--- src/rtl/alu_pkg.sv ---
// alu_pkg: shared ALU control codes, FSM state type and datapath defaults.
// Imported by the ALU control decoder and the execute unit.
package alu_pkg;

  localparam int ALU_DW  = 32;
  localparam int ALU_SHW = 5;

  localparam logic [3:0] ALU_AND  = 4'd0;
  localparam logic [3:0] ALU_OR   = 4'd1;
  localparam logic [3:0] ALU_NAND = 4'd2;
  localparam logic [3:0] ALU_NOR  = 4'd3;
  localparam logic [3:0] ALU_ADDU = 4'd4;
  localparam logic [3:0] ALU_SUBU = 4'd5;
  localparam logic [3:0] ALU_SLT  = 4'd6;
  localparam logic [3:0] ALU_EQ   = 4'd7;
  localparam logic [3:0] ALU_SRA  = 4'd8;
  localparam logic [3:0] ALU_SRAV = 4'd9;
  localparam logic [3:0] ALU_LUI  = 4'd10;
  localparam logic [3:0] ALU_SLTU = 4'd11;

  typedef enum logic {
    IDLE,
    SHIFT
  } state_t;

  function automatic logic alu_illegal(
    input logic [3:0] op
  );
    return op > ALU_SLTU;
  endfunction

  // Single-cycle evaluation of every op;
  // shifts use a barrel shifter here.
  function automatic logic [ALU_DW-1:0] alu_eval(
    input logic [3:0]         op,
    input logic [ALU_DW-1:0]  a,
    input logic [ALU_DW-1:0]  b,
    input logic [ALU_SHW-1:0] sh
  );
    logic [ALU_DW-1:0] r;
    r = '0;
    case (op)
      ALU_AND:  r = a & b;
      ALU_OR:   r = a | b;
      ALU_NAND: r = ~(a & b);
      ALU_NOR:  r = ~(a | b);
      ALU_ADDU: r = a + b;
      ALU_SUBU: r = a - b;
      ALU_SLT:  r = {{(ALU_DW-1){1'b0}},
                     $signed(a) < $signed(b)};
      ALU_EQ:   r = {{(ALU_DW-1){1'b0}}, a == b};
      ALU_SRA,
      ALU_SRAV: r = $unsigned($signed(b) >>> sh);
      ALU_LUI:  r = {b[15:0], 16'h0};
      ALU_SLTU: r = {{(ALU_DW-1){1'b0}}, a < b};
      default:  r = '0;
    endcase
    return r;
  endfunction

endpackage

--- src/rtl/alu_exec_unit_if.sv ---
// alu_exec_unit_if: issue and result handshake bundle of the execute ALU.
// master = issuing stage / consumer side, slave = alu_exec_unit.
interface alu_exec_unit_if;
  import alu_pkg::*;

  logic               in_valid_i;
  logic               in_ready_o;
  logic [3:0]         alu_ctrl_i;
  logic [ALU_DW-1:0]  src1_i;
  logic [ALU_DW-1:0]  src2_i;
  logic [ALU_SHW-1:0] shamt_i;
  logic               out_valid_o;
  logic               out_ready_i;
  logic [ALU_DW-1:0]  result_o;
  logic               zero_o;
  logic               illegal_o;
  logic               busy_o;

  modport master (
    output in_valid_i, alu_ctrl_i,
    output src1_i, src2_i, shamt_i,
    output out_ready_i,
    input  in_ready_o, out_valid_o,
    input  result_o, zero_o,
    input  illegal_o, busy_o
  );

  modport slave (
    input  in_valid_i, alu_ctrl_i,
    input  src1_i, src2_i, shamt_i,
    input  out_ready_i,
    output in_ready_o, out_valid_o,
    output result_o, zero_o,
    output illegal_o, busy_o
  );

endinterface

--- src/rtl/alu_shift_iter.sv ---
// alu_shift_iter: 1-bit-per-cycle arithmetic right shifter with down counter.
// Ports: clk_i, rst_i, flush_i, start, data, amount -> result, done.
module alu_shift_iter
  import alu_pkg::*;
#(
  parameter int DW  = ALU_DW,
  parameter int SHW = ALU_SHW
) (
  input  logic           clk_i,
  input  logic           rst_i,
  input  logic           flush_i,
  input  logic           start,
  input  logic [DW-1:0]  data,
  input  logic [SHW-1:0] amount,
  output logic [DW-1:0]  result,
  output logic           done
);

  logic [SHW-1:0] cnt;
  logic [DW-1:0]  sreg;

  always_ff @(posedge clk_i) begin
    if (rst_i) begin
      cnt  <= '0;
      sreg <= '0;
    end else if (flush_i) begin
      cnt  <= '0;
    end else if (start) begin
      cnt  <= amount;
      sreg <= data;
    end else if (cnt != '0) begin
      cnt  <= cnt - 1'b1;
      sreg <= {sreg[DW-1], sreg[DW-1:1]};
    end
  end

  // On the last step the final bit is applied
  // combinationally so the result lands on the
  // same edge the counter reaches zero.
  assign result = {sreg[DW-1], sreg[DW-1:1]};
  assign done   = (cnt == {{(SHW-1){1'b0}}, 1'b1});

endmodule

--- src/rtl/alu_exec_unit.sv ---
// alu_exec_unit: execute-stage ALU with registered result, zero and illegal flags.
// Ports: clk_i, rst_i, flush_i, bus (slave: issue/result handshake, busy).
// Optional ALU_ITER_SHIFT_EN: SRA/SRAV shift one bit per cycle in SHIFT state.
module alu_exec_unit
  import alu_pkg::*;
#(
  parameter int DW  = ALU_DW,
  parameter int SHW = ALU_SHW
) (
  input  logic            clk_i,
  input  logic            rst_i,
  input  logic            flush_i,
  alu_exec_unit_if.slave  bus
);

  state_t         state;
  state_t         state_next;
  logic           accept;
  logic           take;
  logic           is_shift;
  logic           iter_start;
  logic           done;
  logic [SHW-1:0] amt;
  logic [DW-1:0]  comb_res;
  logic [DW-1:0]  shift_res;
  logic           out_valid;
  logic [DW-1:0]  result;
  logic           zero;
  logic           illegal;

  assign bus.in_ready_o = (state == IDLE)
                        & (!out_valid | bus.out_ready_i)
                        & !flush_i;

  assign accept   = bus.in_valid_i & bus.in_ready_o;
  assign take     = out_valid & bus.out_ready_i;
  assign is_shift = (bus.alu_ctrl_i == ALU_SRA)
                  | (bus.alu_ctrl_i == ALU_SRAV);
  assign amt      = (bus.alu_ctrl_i == ALU_SRAV)
                  ? bus.src1_i[SHW-1:0]
                  : bus.shamt_i;
  assign comb_res = alu_eval(bus.alu_ctrl_i,
                             bus.src1_i,
                             bus.src2_i,
                             amt);

`ifdef ALU_ITER_SHIFT_EN
  // A zero amount completes on the accept edge.
  assign iter_start = accept & is_shift
                    & (amt != '0);

  alu_shift_iter #(
    .DW  (DW),
    .SHW (SHW)
  ) u_shift (
    .clk_i   (clk_i),
    .rst_i   (rst_i),
    .flush_i (flush_i),
    .start   (iter_start),
    .data    (bus.src2_i),
    .amount  (amt),
    .result  (shift_res),
    .done    (done)
  );

  assign bus.busy_o = (state == SHIFT);
`else
  assign iter_start = 1'b0;
  assign done       = 1'b0;
  assign shift_res  = '0;
  assign bus.busy_o = 1'b0;
`endif

  always_ff @(posedge clk_i) begin
    if (rst_i || flush_i) begin
      state <= IDLE;
    end else begin
      state <= state_next;
    end
  end

  always_comb begin
    state_next = state;
    unique case (state)
      IDLE:  if (iter_start) state_next = SHIFT;
      SHIFT: if (done)       state_next = IDLE;
      default: state_next = IDLE;
    endcase
  end

  always_ff @(posedge clk_i) begin
    if (rst_i) begin
      out_valid <= 1'b0;
      result    <= '0;
      zero      <= 1'b0;
      illegal   <= 1'b0;
    end else if (flush_i) begin
      out_valid <= 1'b0;
    end else if (accept && !iter_start) begin
      out_valid <= 1'b1;
      result    <= comb_res;
      zero      <= (comb_res == '0);
      illegal   <= alu_illegal(bus.alu_ctrl_i);
    end else if (done && state == SHIFT) begin
      out_valid <= 1'b1;
      result    <= shift_res;
      zero      <= (shift_res == '0);
      illegal   <= 1'b0;
    end else if (take) begin
      out_valid <= 1'b0;
    end
  end

  assign bus.out_valid_o = out_valid;
  assign bus.result_o    = result;
  assign bus.zero_o      = zero;
  assign bus.illegal_o   = illegal;

endmodule

--- src/flat_wrapper.sv ---
// flat-port wrapper written by rule: the top's interface ports become plain ports
module alu_exec_unit_flat import alu_pkg::*;
#(
  parameter int DW  = ALU_DW,
  parameter int SHW = ALU_SHW
)
  (clk_i, rst_i, flush_i, bus_in_valid_i, bus_alu_ctrl_i, bus_src1_i, bus_src2_i, bus_shamt_i, bus_out_ready_i, bus_in_ready_o, bus_out_valid_o, bus_result_o, bus_zero_o, bus_illegal_o, bus_busy_o);
  alu_exec_unit_if bus_i ();
  input  logic clk_i;
  input  logic rst_i;
  input  logic flush_i;
  input wire logic [$bits(bus_i.in_valid_i)-1:0] bus_in_valid_i;
  input wire logic [$bits(bus_i.alu_ctrl_i)-1:0] bus_alu_ctrl_i;
  input wire logic [$bits(bus_i.src1_i)-1:0] bus_src1_i;
  input wire logic [$bits(bus_i.src2_i)-1:0] bus_src2_i;
  input wire logic [$bits(bus_i.shamt_i)-1:0] bus_shamt_i;
  input wire logic [$bits(bus_i.out_ready_i)-1:0] bus_out_ready_i;
  output wire logic [$bits(bus_i.in_ready_o)-1:0] bus_in_ready_o;
  output wire logic [$bits(bus_i.out_valid_o)-1:0] bus_out_valid_o;
  output wire logic [$bits(bus_i.result_o)-1:0] bus_result_o;
  output wire logic [$bits(bus_i.zero_o)-1:0] bus_zero_o;
  output wire logic [$bits(bus_i.illegal_o)-1:0] bus_illegal_o;
  output wire logic [$bits(bus_i.busy_o)-1:0] bus_busy_o;
  assign bus_i.in_valid_i = bus_in_valid_i;
  assign bus_i.alu_ctrl_i = bus_alu_ctrl_i;
  assign bus_i.src1_i = bus_src1_i;
  assign bus_i.src2_i = bus_src2_i;
  assign bus_i.shamt_i = bus_shamt_i;
  assign bus_i.out_ready_i = bus_out_ready_i;
  assign bus_in_ready_o = bus_i.in_ready_o;
  assign bus_out_valid_o = bus_i.out_valid_o;
  assign bus_result_o = bus_i.result_o;
  assign bus_zero_o = bus_i.zero_o;
  assign bus_illegal_o = bus_i.illegal_o;
  assign bus_busy_o = bus_i.busy_o;
  alu_exec_unit #(.DW(DW), .SHW(SHW)) u_core (.clk_i(clk_i), .rst_i(rst_i), .flush_i(flush_i), .bus(bus_i));
endmodule
--- config.mk ---
export PLATFORM = sky130hd
export DESIGN_NAME = alu_exec_unit_flat
export DESIGN_NICKNAME = d
export VERILOG_FILES = /design/src/rtl/alu_pkg.sv /design/src/rtl/alu_exec_unit_if.sv /design/src/rtl/alu_shift_iter.sv /design/src/rtl/alu_exec_unit.sv /design/src/flat_wrapper.sv
export SDC_FILE = /design/constraint.sdc
export NUM_CORES = 1
export LEC_CHECK = 0
export CAP_MARGIN = 20
export CELL_PAD_IN_SITES_DETAIL_PLACEMENT = 0
export CELL_PAD_IN_SITES_GLOBAL_PLACEMENT = 1
export CORE_MARGIN = 8
export CORE_UTILIZATION = 48
export CTS_CLUSTER_SIZE = 14
export DETAILED_ROUTE_END_ITERATION = 7
export DONT_BUFFER_PORTS = 1
export PLACE_DENSITY_LB_ADDON = 0.1
export SYNTH_ARGS = -nofsm -noshare
export SYNTH_HDL_FRONTEND = slang
export SYNTH_SLANG_ARGS = --single-unit
export TNS_END_PERCENT = 30
--- constraint.sdc ---
create_clock -name clk_i -period 5.3 [get_ports clk_i]
set_input_delay 0.795 -clock clk_i [delete_from_list [all_inputs] [get_ports clk_i]]
set_output_delay 0.795 -clock clk_i [all_outputs]
set_load 0.02 [all_outputs]
# Word level (Yosys, flattened, before mapping)

Cells that the tools add are included.

Register bits after elaboration: 36
Word-level logic and storage cells: 48
Input port bits: 78
Output and inout bits: 37

Eq/ne operators: 12
Reduce and logical (&&, ||, !) cells: 9
Add/subtract/negate cells: 2
Muxes and demuxes: 5
Shift operators: 1
Bitwise operators: 11
Order comparisons: 3

Operators by type and width:

| cell                                                  | number |
|---|---|
| case mux 32 bit (11 select lines)                     | 1 |
| < comparator 32 bit                                   | 2 |
| inverter 32 bit                                       | 2 |
| adder 32 bit                                          | 1 |
| bitwise AND 32 bit                                    | 1 |
| equality test 32 bit                                  | 1 |
| logical NOT 32 bit                                    | 1 |
| bitwise OR 32 bit                                     | 1 |
| >>> shifter 32 x 5 -> 32 bit                          | 1 |
| subtractor 32 bit                                     | 1 |
| equality test 4 x 3 -> 1 bit (second input constant)  | 4 |
| equality test 4 bit (second input constant)           | 4 |
| equality test 4 x 2 -> 1 bit (second input constant)  | 2 |
| 2-to-1 mux 5 bit                                      | 1 |
| bitwise AND 1 bit                                     | 4 |
| equality test 4 x 1 -> 1 bit (second input constant)  | 1 |
| greater-than comparator 4 bit (second input constant) | 1 |
| logical NOT 4 bit                                     | 1 |
| OR reduction 2 bit                                    | 2 |
| logical NOT 1 bit                                     | 2 |
| 2-to-1 mux 1 bit                                      | 2 |
| inverter 1 bit                                        | 2 |
| case mux 1 bit (2 select lines)                       | 1 |
| AND reduction 2 bit                                   | 1 |
| other kinds (3)                                       | 3 |

# Depth between registers and ports, before layout

Gate-level depths: netlist of run 1.

Depth in word-level cells: 6
Mapped depth: 15
Gate-level depth less buffers: 14

# Worst setup path after synthesis of run 1

OpenSTA, ideal clock, no wires.

Path type: input-to-reg
From: in bus_src1_i[0]
To: reg u_core.zero, in the netlist u_core.bus.zero_o
Stages: 15
Required time: 5.216 ns
Arrival time: 4.124 ns
Buffers on the path: 1
Slack: 1.092 ns
Setup time: 0.084 ns
Cell sequence: clkbuf_1 -> inv_1 -> ha_1 -> fa_1 -> nor3_1 -> o31ai_1 -> a21boi_0 -> o21ai_1 -> a21o_1 -> o311ai_0 -> o21ai_1 -> xnor2_1 -> o21ai_0 -> or4b_2 -> o31ai_2

Cells in the longest elaborated chain, start to end: 4
Elaborated cells on any way between the ends: 13
Those cells by class: add/sub (2); order compare (2); eq/ne (1); shift (1); mux (2); bitwise (4); reduce/logical (1)

Ends and longest elaborated chain:

| what                                                      | line                 | RTL |
|---|---|---|
| start: declaration                                        | flat_wrapper.sv:14   | `input wire logic [$bits(bus_i.src1_i)-1:0] bus_src1_i;` |
| branches (longest 2 deep; another with subtractor 32 bit) | n/a                  |  |
| case mux 32 bit (11 select lines) *                       | alu_pkg.sv:42        | `case (op)` |
| logical NOT 32 bit *                                      | alu_exec_unit.sv:102 | `zero <= (comb_res == '0);` |
| end signal: assignment                                    | alu_exec_unit.sv:102 |  |
| end signal: assignment                                    | alu_exec_unit.sv:107 | `zero <= (shift_res == '0);` |
| end: declaration                                          | alu_exec_unit.sv:28  | `logic zero;` |

Mark *: on every way between the ends.
A chain may end at the register's enable or synchronous reset.

# Worst setup path in the final report of run 1

From: in bus_src2_i[13]
To: reg u_core.zero, in the netlist u_core.bus.zero_o

Cells in the longest elaborated chain, start to end: 4
Elaborated cells on any way between the ends: 12
Those cells by class: add/sub (2); order compare (2); eq/ne (1); shift (1); mux (1); bitwise (4); reduce/logical (1)

Ends and longest elaborated chain:

| what                                                      | line                 | RTL |
|---|---|---|
| start: declaration                                        | flat_wrapper.sv:15   | `input wire logic [$bits(bus_i.src2_i)-1:0] bus_src2_i;` |
| branches (longest 2 deep; another with subtractor 32 bit) | n/a                  |  |
| case mux 32 bit (11 select lines) *                       | alu_pkg.sv:42        |  |
| logical NOT 32 bit *                                      | alu_exec_unit.sv:102 |  |

Marks and branches as above.

==> results of run 1 <==
final timing paths:
check / to / slack (ps) / cells past startpoint
setup / recovery: u_core.bus.zero_o$_SDFFE_PP0P_ / 670 / 13
hold / removal: u_core.bus.result_o[29]$_SDFFE_PP0P_ / 560 / 2
setup reg to reg: u_core.bus.zero_o$_SDFFE_PP0P_ / 2450 / 10
hold reg to reg: u_core.bus.result_o[29]$_SDFFE_PP0P_ / 560 / 2
metrics by stage:
step / hold WS, ps / cells
finish: 559.5 / 1626
global route: 570.9 / 1626
CTS: 561.1 / 1626
detailed placement: 553.5 / 1618
global placement: 549.0 / 1618
floorplan: 530.4 / 1425
per-layer routing:
layer	GRT usage	part of all wire
met5	0	0
met4	0.2073	0.064
met3	0.09818	0.14
met2	0.5302	0.41
met1	0.4658	0.39
power groups by stage:
stage          sequential, W  clock, W  combinational (W)
6_report            0.000314  0.000278            0.00101
5_1_grt             0.000316  0.000293            0.00107
4_1_cts             0.000314  0.000283           0.000970
3_5_place_dp        0.000320         0           0.000966
3_3_place_gp        0.000320         0           0.000976
2_1_floorplan       0.000314         0           0.000701
logic make-up (layout without fill, tap and decap cells):
group           after synthesis  in the layout  synth area share
xor+xnor                     57             57           0.05253
fa+ha+maj                    99             99            0.1319
buf+inv                     199            135           0.08282
simple gates                484            484            0.2383
flops                        35             35           0.07373
mux                          80             80           0.09045
other cells                   1              1         0.0003946
compound gates              470            470            0.3298
sequential cells by signal, indices dropped and copies added, names as in the netlist:
signal                  cells
u_core.bus.result_o        32
u_core.bus.illegal_o        1
u_core.bus.out_valid_o      1
u_core.bus.zero_o           1
layout make-up:
class	instances	area, µm²	area share
clock buffers	6	128.9	0.01312
multi-input cells	1191	8046	0.8193
flip-flops and latches	35	700.7	0.07135
inverters	94	352.8	0.03593
clock inverters	2	12.51	0.001274
repair buffers	33	247.7	0.02523
well taps	265	331.6	0.03376
layout by cell type (no fill, tap or decap), types with 7 or more instances in the layout:
cell type and instances:
sky130_fd_sc_hd__a2111oi_0 10, sky130_fd_sc_hd__a211oi_1 41, sky130_fd_sc_hd__a21o_1 12, sky130_fd_sc_hd__a21oi_1 137
sky130_fd_sc_hd__a221oi_1 13, sky130_fd_sc_hd__a22oi_1 11, sky130_fd_sc_hd__a311oi_1 8, sky130_fd_sc_hd__a31o_2 7
sky130_fd_sc_hd__a31oi_1 20, sky130_fd_sc_hd__buf_4 33, sky130_fd_sc_hd__dfxtp_1 35, sky130_fd_sc_hd__ha_1 97
sky130_fd_sc_hd__inv_1 90, sky130_fd_sc_hd__mux2_2 7, sky130_fd_sc_hd__mux2i_1 66, sky130_fd_sc_hd__nand2_1 128
sky130_fd_sc_hd__nand2b_1 20, sky130_fd_sc_hd__nand3_1 35, sky130_fd_sc_hd__nand4_1 19, sky130_fd_sc_hd__nor2_1 154
sky130_fd_sc_hd__nor2b_1 16, sky130_fd_sc_hd__nor3_1 46, sky130_fd_sc_hd__nor4_1 26, sky130_fd_sc_hd__o211ai_1 31
sky130_fd_sc_hd__o21ai_0 68, sky130_fd_sc_hd__o21bai_1 8, sky130_fd_sc_hd__o22ai_1 12, sky130_fd_sc_hd__o31ai_1 23
sky130_fd_sc_hd__xnor2_1 54
critical path, delay by kind of cell:
| family | cells | cell delay (ps) |
|---|---|---|
| buf+inv | 1 | 80 |
| fa+ha+maj | 1 | 530 |
| simple gates | 3 | 1610 |
| xor+xnor | 1 | 190 |
| compound gates | 7 | 1610 |
==> impl_metrics.xml, run 1 <==
<?xml version="1.0" encoding="UTF-8"?>
<metrics>
  <group name="timing">
    <metric name="finalHoldViolCount" unit="">0</metric>
    <metric name="max_slew_margin" unit="">0.3437</metric>
    <metric name="clock_skew" unit="ps">1.522</metric>
    <metric name="worstMarginPinSlew" unit="ps">975.4</metric>
    <metric name="final.setup.worst_slack" unit="ps">674.7</metric>
    <metric name="unrepaired_setup_endpoints_after_global_routing" unit="">false</metric>
    <metric name="layout_worst_path_cycle_share" unit="">0.8727</metric>
    <metric name="final.setup.tns" unit="ps">0</metric>
    <metric name="setup_violations" unit="">0</metric>
    <metric name="maxClockFrequency" unit="MHz">216.2</metric>
    <metric name="final-max-slew-violation-count" unit="">0</metric>
    <metric name="fin_crit" unit="ps">4625</metric>
  </group>
  <group name="critical_path">
    <metric name="reg2reg_from" unit="">u_core.bus.out_valid_o$_SDFFE_PP0P_</metric>
    <metric name="critical-path-slowest-cell" unit="">sky130_fd_sc_hd__or4b_2</metric>
    <metric name="cpPeakStageDelay" unit="ps">740</metric>
    <metric name="worstSetupStartpoint" unit="">bus_src2_i[13]</metric>
    <metric name="worstPathRequired" unit="ps">5490</metric>
    <metric name="criticalPathCategory" unit="">in2reg</metric>
    <metric name="worst-path-max-fanout" unit="">14</metric>
    <metric name="cp_cell_sequence" unit="">inv_1 &gt; ha_1 &gt; nor4_1 &gt; nand3_1 &gt; a31oi_1 &gt; o31ai_1 &gt; a21oi_1 &gt; a211o_1 &gt; o31ai_1 &gt; xnor2_1 &gt; o21ai_0 &gt; or4b_2 &gt; o31ai_2</metric>
    <metric name="critPathLaunchType" unit="">input pin</metric>
    <metric name="arrival" unit="ps">4820</metric>
    <metric name="cpMostUsedCell" unit="">sky130_fd_sc_hd__o31ai_1</metric>
    <metric name="crit_path_end_kind" unit="">flip-flop</metric>
  </group>
  <group name="global_routing">
    <metric name="gr-total-overflow" unit="">0</metric>
    <metric name="number_of_antenna_violations_at_the_first_check_in_global_routing" unit="">0</metric>
    <metric name="grt_pass1_wl" unit="µm">67590</metric>
    <metric name="number_of_global_route_vias_before_repair" unit="">10380</metric>
    <metric name="globalRouteTotalUtil" unit="">0.3613</metric>
    <metric name="largest_net_degree_at_the_start_of_global_routing" unit="">101</metric>
  </group>
  <group name="yosys">
    <metric name="mappedNetlistNets" unit="">1602</metric>
    <metric name="yosysTopAreaCellShare" unit="">0.1277</metric>
    <metric name="ys_seq_area_frac" unit="">0.07373</metric>
    <metric name="synth-main-ff-cell" unit="">sky130_fd_sc_hd__dfxtp_1</metric>
    <metric name="synth-warning-count" unit="">0</metric>
    <metric name="share_of_synthesized_flip_flops_with_an_asynchronous_set_or_reset" unit="">0</metric>
    <metric name="post_synth_most_frequent_cells" unit="">sky130_fd_sc_hd__nor2_1 (154), sky130_fd_sc_hd__a21oi_1 (137), sky130_fd_sc_hd__nand2_1 (128)</metric>
    <metric name="average_footprint_of_a_synthesized_cell" unit="µm²">6.669</metric>
    <metric name="synth_enable_flop_cells" unit="">0</metric>
    <metric name="synth.largest_area_cell" unit="">sky130_fd_sc_hd__ha_1</metric>
    <metric name="cell_types_occupying_the_most_area_after_synthesis" unit="">sky130_fd_sc_hd__ha_1 (13%), sky130_fd_sc_hd__dfxtp_1 (7.4%), sky130_fd_sc_hd__mux2i_1 (7.3%), sky130_fd_sc_hd__a21oi_1 (7.2%), sky130_fd_sc_hd__nor2_1 (6.1%)</metric>
    <metric name="mappedNetlistArea" unit="mm²">0.009503</metric>
    <metric name="netlist_instances" unit="">1425</metric>
    <metric name="ys_ff_latch" unit="">35</metric>
    <metric name="post_synth_num_cell_types" unit="">83</metric>
    <metric name="yosys.cell_count.top_type" unit="">sky130_fd_sc_hd__nor2_1</metric>
  </group>
  <group name="place">
    <metric name="place.port_buffers" unit="">0</metric>
    <metric name="postPlaceCellArea" unit="mm²">0.009679</metric>
    <metric name="post_placement_worst_setup_slack" unit="ps">563.9</metric>
    <metric name="hpwlAfterDp" unit="µm">37170</metric>
    <metric name="gpl.final_weighted_congestion" unit="">1.081</metric>
  </group>
  <group name="pwr">
    <metric name="clockPowerShare" unit="">0.173</metric>
    <metric name="power.density_cell_area" unit="mW/mm²">163.5</metric>
    <metric name="p_leak" unit="nW">4.001</metric>
    <metric name="combinational_fraction_of_design_power" unit="">0.632</metric>
    <metric name="final_total_power" unit="W">0.001606</metric>
    <metric name="switching_power" unit="W">0.0008035</metric>
    <metric name="vdd.ir_drop.worst" unit="mV">0.1153</metric>
    <metric name="internal_dissipation" unit="W">0.0008022</metric>
    <metric name="share_seq_of_total_power" unit="">0.195</metric>
    <metric name="p_sw_frac" unit="">0.5004</metric>
  </group>
  <group name="final_layout">
    <metric name="areaGrowthSynthToFinish" unit="%">3.344</metric>
    <metric name="final_nets" unit="">1537</metric>
    <metric name="utilization" unit="">0.5046</metric>
    <metric name="final_area" unit="mm²">0.009821</metric>
    <metric name="drive_above_1_share" unit="">0.05364</metric>
    <metric name="fillCellCount" unit="">2046</metric>
    <metric name="total_inserted_antenna_cells" unit="">0</metric>
  </group>
  <group name="clock_tree">
    <metric name="cts-buffers-inserted" unit="">5</metric>
    <metric name="clk_root_buffer_cell" unit="">sky130_fd_sc_hd__clkbuf_16</metric>
    <metric name="clkTransAtPathRegs" unit="ps">50</metric>
    <metric name="insertion_delay" unit="ps">280</metric>
    <metric name="clock_sink_count" unit="">35</metric>
    <metric name="clk_path_buf_depth" unit="">2</metric>
    <metric name="post_cts_setup_buffers" unit="">0</metric>
    <metric name="cts.repair.resized" unit="">0</metric>
    <metric name="holdBufCountCts" unit="">0</metric>
    <metric name="clock_tree_from_tritoncts" unit="">done</metric>
    <metric name="htreeDepth" unit="">2</metric>
  </group>
  <group name="die">
    <metric name="die-area" unit="mm²">0.02456</metric>
    <metric name="floorplan.initialDensity" unit="">0.4883</metric>
    <metric name="die-height" unit="µm">156.7</metric>
    <metric name="fp-row-count" unit="">51</metric>
    <metric name="placeableCoreArea" unit="mm²">0.01946</metric>
    <metric name="die_w" unit="µm">156.7</metric>
    <metric name="io_pins" unit="">115</metric>
  </group>
  <group name="route">
    <metric name="drt-wirelength-per-cell" unit="µm">28.44</metric>
    <metric name="vias" unit="">11510</metric>
    <metric name="drt-pass1-iter-count" unit="">8</metric>
    <metric name="drt-total-wl" unit="µm">46240</metric>
    <metric name="route.antenna.remaining_nets" unit="">0</metric>
    <metric name="drc" unit="">0</metric>
    <metric name="detail_route.vias_per_cell" unit="">7.079</metric>
    <metric name="detail_route.iter0.violations" unit="">1650</metric>
  </group>
  <group name="outcome">
    <metric name="result_of_the_run" unit="">complete, no violations</metric>
  </group>
  <group name="min_path">
    <metric name="timing.hold.worst.start" unit="">u_core.bus.result_o[29]$_SDFFE_PP0P_</metric>
    <metric name="hold_class" unit="">reg2reg</metric>
  </group>
  <group name="flow_run">
    <metric name="max_cap_viol_count" unit="">0</metric>
  </group>
</metrics>
No activity file was read; power rests on OpenSTA's default activity.
==> run 2, diff against run 1 <==
--- a/config.mk
+++ b/config.mk
@@ -8,7 +8,6 @@
 export CAP_MARGIN = 20
 export CELL_PAD_IN_SITES_DETAIL_PLACEMENT = 0
 export CELL_PAD_IN_SITES_GLOBAL_PLACEMENT = 1
-export CORE_MARGIN = 8
 export CORE_UTILIZATION = 48
 export CTS_CLUSTER_SIZE = 14
 export DETAILED_ROUTE_END_ITERATION = 7
==> impl_metrics.xml, run 2 (synthesis results as in run 1) <==
<?xml version="1.0" encoding="UTF-8"?>
<metrics>
  <group name="final_layout">
    <metric name="utilization" unit="">0.5058</metric>
    <metric name="mostFrequentLayoutCells" unit="">sky130_fd_sc_hd__nor2_1 (154), sky130_fd_sc_hd__a21oi_1 (137), sky130_fd_sc_hd__nand2_1 (128)</metric>
    <metric name="multi_input_comb_area" unit="mm²">0.008046</metric>
    <metric name="largest_register_ffs" unit="">32</metric>
    <metric name="fillCellCount" unit="">2004</metric>
    <metric name="most_common_cell_after_layout_fill_and_taps_aside" unit="">sky130_fd_sc_hd__nor2_1</metric>
    <metric name="final_nets" unit="">1536</metric>
    <metric name="drive_above_1_share" unit="">0.05368</metric>
    <metric name="areaGrowthSynthToFinish" unit="%">3.581</metric>
    <metric name="storage_cell_area" unit="µm²">700.7</metric>
  </group>
  <group name="critical_path">
    <metric name="cp_cell_sequence" unit="">inv_1 &gt; ha_1 &gt; nor4_1 &gt; nand3_1 &gt; a31oi_1 &gt; o31ai_1 &gt; a21oi_1 &gt; a211o_1 &gt; o31ai_1 &gt; xnor2_1 &gt; o21ai_0 &gt; or4b_2 &gt; o31ai_2</metric>
    <metric name="critical-path-slowest-cell" unit="">sky130_fd_sc_hd__or4b_2</metric>
    <metric name="worstSetupStartpoint" unit="">bus_src2_i[13]</metric>
    <metric name="reg2reg_from" unit="">u_core.bus.out_valid_o$_SDFFE_PP0P_</metric>
    <metric name="cpMostUsedCell" unit="">sky130_fd_sc_hd__o31ai_1</metric>
    <metric name="worst-path-max-fanout" unit="">14</metric>
    <metric name="depth_of_the_worst_register_to_register_path" unit="">10</metric>
    <metric name="critPathLaunchType" unit="">input pin</metric>
    <metric name="crit_path_end_kind" unit="">flip-flop</metric>
    <metric name="arrival" unit="ps">4680</metric>
    <metric name="cpPeakStageDelay" unit="ps">730</metric>
    <metric name="criticalPathCategory" unit="">in2reg</metric>
    <metric name="worstPathRequired" unit="ps">5500</metric>
  </group>
  <group name="route">
    <metric name="route.antenna.remaining_nets" unit="">0</metric>
    <metric name="drt-pass1-iter-count" unit="">6</metric>
    <metric name="detail_route.iter0.violations" unit="">1468</metric>
    <metric name="drc" unit="">0</metric>
    <metric name="vias" unit="">11400</metric>
    <metric name="drt-wirelength-per-cell" unit="µm">27.60</metric>
    <metric name="detail_route.vias_per_cell" unit="">7.008</metric>
    <metric name="drt-total-wl" unit="µm">44880</metric>
  </group>
  <group name="min_path">
    <metric name="min_path_cells" unit="">2</metric>
    <metric name="hold_class" unit="">reg2reg</metric>
    <metric name="timing.hold.worst.start" unit="">u_core.bus.result_o[29]$_SDFFE_PP0P_</metric>
  </group>
  <group name="pwr">
    <metric name="vdd.ir_drop.worst" unit="mV">0.1040</metric>
    <metric name="clockPowerShare" unit="">0.199</metric>
    <metric name="combinational_fraction_of_design_power" unit="">0.612</metric>
    <metric name="switching_power" unit="W">0.0008017</metric>
    <metric name="p_sw_frac" unit="">0.4855</metric>
    <metric name="share_seq_of_total_power" unit="">0.189</metric>
    <metric name="internal_dissipation" unit="W">0.0008497</metric>
    <metric name="power.density_cell_area" unit="mW/mm²">167.8</metric>
    <metric name="p_leak" unit="nW">4.014</metric>
  </group>
  <group name="die">
    <metric name="die-area" unit="mm²">0.02036</metric>
    <metric name="die_w" unit="µm">142.7</metric>
    <metric name="die-height" unit="µm">142.7</metric>
    <metric name="floorplan.initialDensity" unit="">0.4883</metric>
    <metric name="fp-row-count" unit="">51</metric>
    <metric name="io_pins" unit="">115</metric>
    <metric name="placeableCoreArea" unit="mm²">0.01946</metric>
  </group>
  <group name="global_routing">
    <metric name="largest_net_degree_at_the_start_of_global_routing" unit="">101</metric>
    <metric name="gr-total-overflow" unit="">0</metric>
    <metric name="globalRouteTotalUtil" unit="">0.4314</metric>
    <metric name="number_of_antenna_violations_at_the_first_check_in_global_routing" unit="">0</metric>
    <metric name="number_of_global_route_vias_before_repair" unit="">10160</metric>
    <metric name="grt_pass1_wl" unit="µm">65410</metric>
  </group>
  <group name="clock_tree">
    <metric name="insertion_delay" unit="ps">280</metric>
    <metric name="clock_tree_from_tritoncts" unit="">done</metric>
    <metric name="htreeDepth" unit="">2</metric>
    <metric name="post_cts_setup_buffers" unit="">0</metric>
    <metric name="clk_path_buf_depth" unit="">2</metric>
    <metric name="clock_sink_count" unit="">35</metric>
    <metric name="cts-buffers-inserted" unit="">5</metric>
    <metric name="cts.repair.resized" unit="">0</metric>
    <metric name="clkTransAtPathRegs" unit="ps">50</metric>
    <metric name="holdBufCountCts" unit="">0</metric>
    <metric name="clk_root_buffer_cell" unit="">sky130_fd_sc_hd__clkbuf_16</metric>
  </group>
  <group name="outcome">
    <metric name="result_of_the_run" unit="">complete, no violations</metric>
  </group>
  <group name="timing">
    <metric name="unrepaired_setup_endpoints_after_global_routing" unit="">false</metric>
    <metric name="finalHoldViolCount" unit="">0</metric>
    <metric name="maxClockFrequency" unit="MHz">223.1</metric>
    <metric name="final-max-slew-violation-count" unit="">0</metric>
    <metric name="clock_skew" unit="ps">4.154</metric>
    <metric name="final.setup.tns" unit="ps">0</metric>
    <metric name="setup_violations" unit="">0</metric>
    <metric name="layout_worst_path_cycle_share" unit="">0.8456</metric>
    <metric name="max_slew_margin" unit="">0.2967</metric>
    <metric name="worstMarginPinSlew" unit="ps">1028</metric>
    <metric name="fin_crit" unit="ps">4482</metric>
  </group>
  <group name="place">
    <metric name="place.port_buffers" unit="">0</metric>
    <metric name="gpl.final_weighted_congestion" unit="">1.067</metric>
    <metric name="hpwlAfterDp" unit="µm">35870</metric>
  </group>
  <group name="flow_run">
    <metric name="max_cap_viol_count" unit="">0</metric>
  </group>
</metrics>
[run 2: changes by cell type in the layout (fill, tap and decap cells not counted), sizes merged]
cell	change
clkinvlp	-1
buf	-1
clkbuf	-1
bufinv	+1
clkinv	+1
diode	+1
[run 2: power by group through the flow]
stage               clock network, W  logic, W  registers (W)
floorplan                          0  0.000701       0.000314
global placement                   0  0.000967       0.000318
detailed placement                 0  0.000963       0.000318
CTS                         0.000334  0.000967       0.000313
global route                0.000346   0.00106       0.000315
finish                      0.000329   0.00101       0.000312
[run 2: layout make-up]
type                            count  area share
Clock inverter                      3    0.004449
Inverter                           94     0.03585
Antenna cell                        1   0.0002542
Multi-Input combinational cell   1191      0.8175
Sequential cell                    35     0.07118
Clock buffer                        5     0.01271
Tap cell                          265     0.03369
Timing Repair Buffer               32     0.02441
[run 2: per-stage QoR]
step	hold WS, ps	cells	cell area (µm²)	power (W)	setup WS, ps
6_report	550.0	1626	9843	0.001651	818.4
5_1_grt	574.9	1625	9841	0.001725	517.6
4_1_cts	553.2	1625	9841	0.001613	886.3
3_5_place_dp	545.4	1617	9672	0.001281	610.3
3_3_place_gp	541.8	1617	9672	0.001285	630.4
2_1_floorplan	530.4	1425	9503	0.001016	1092
[run 2: worst max-delay path, delay by kind of cell]
family	cells	cell delay (ps)
AOI/OAI and AO/OA	7	1540
xor gates and xnor gates	1	150
adders and majority gates	1	520
buffers and inverters	1	80
and+or+nand+nor	3	1600
[run 2: layer usage]
metal	GRT usage	routed length, µm
met5	0	0
met2	0.6453	18630
met4	0.2286	2558
met3	0.1080	5645
met1	0.5665	18050
[run 2: worst paths after layout]
kind,endpoint,slack [ps]
setup / recovery,u_core.bus.zero_o$_SDFFE_PP0P_,820
hold reg to reg,u_core.bus.result_o[29]$_SDFFE_PP0P_,550
setup reg to reg,u_core.bus.zero_o$_SDFFE_PP0P_,2450
hold / removal,u_core.bus.result_o[29]$_SDFFE_PP0P_,550
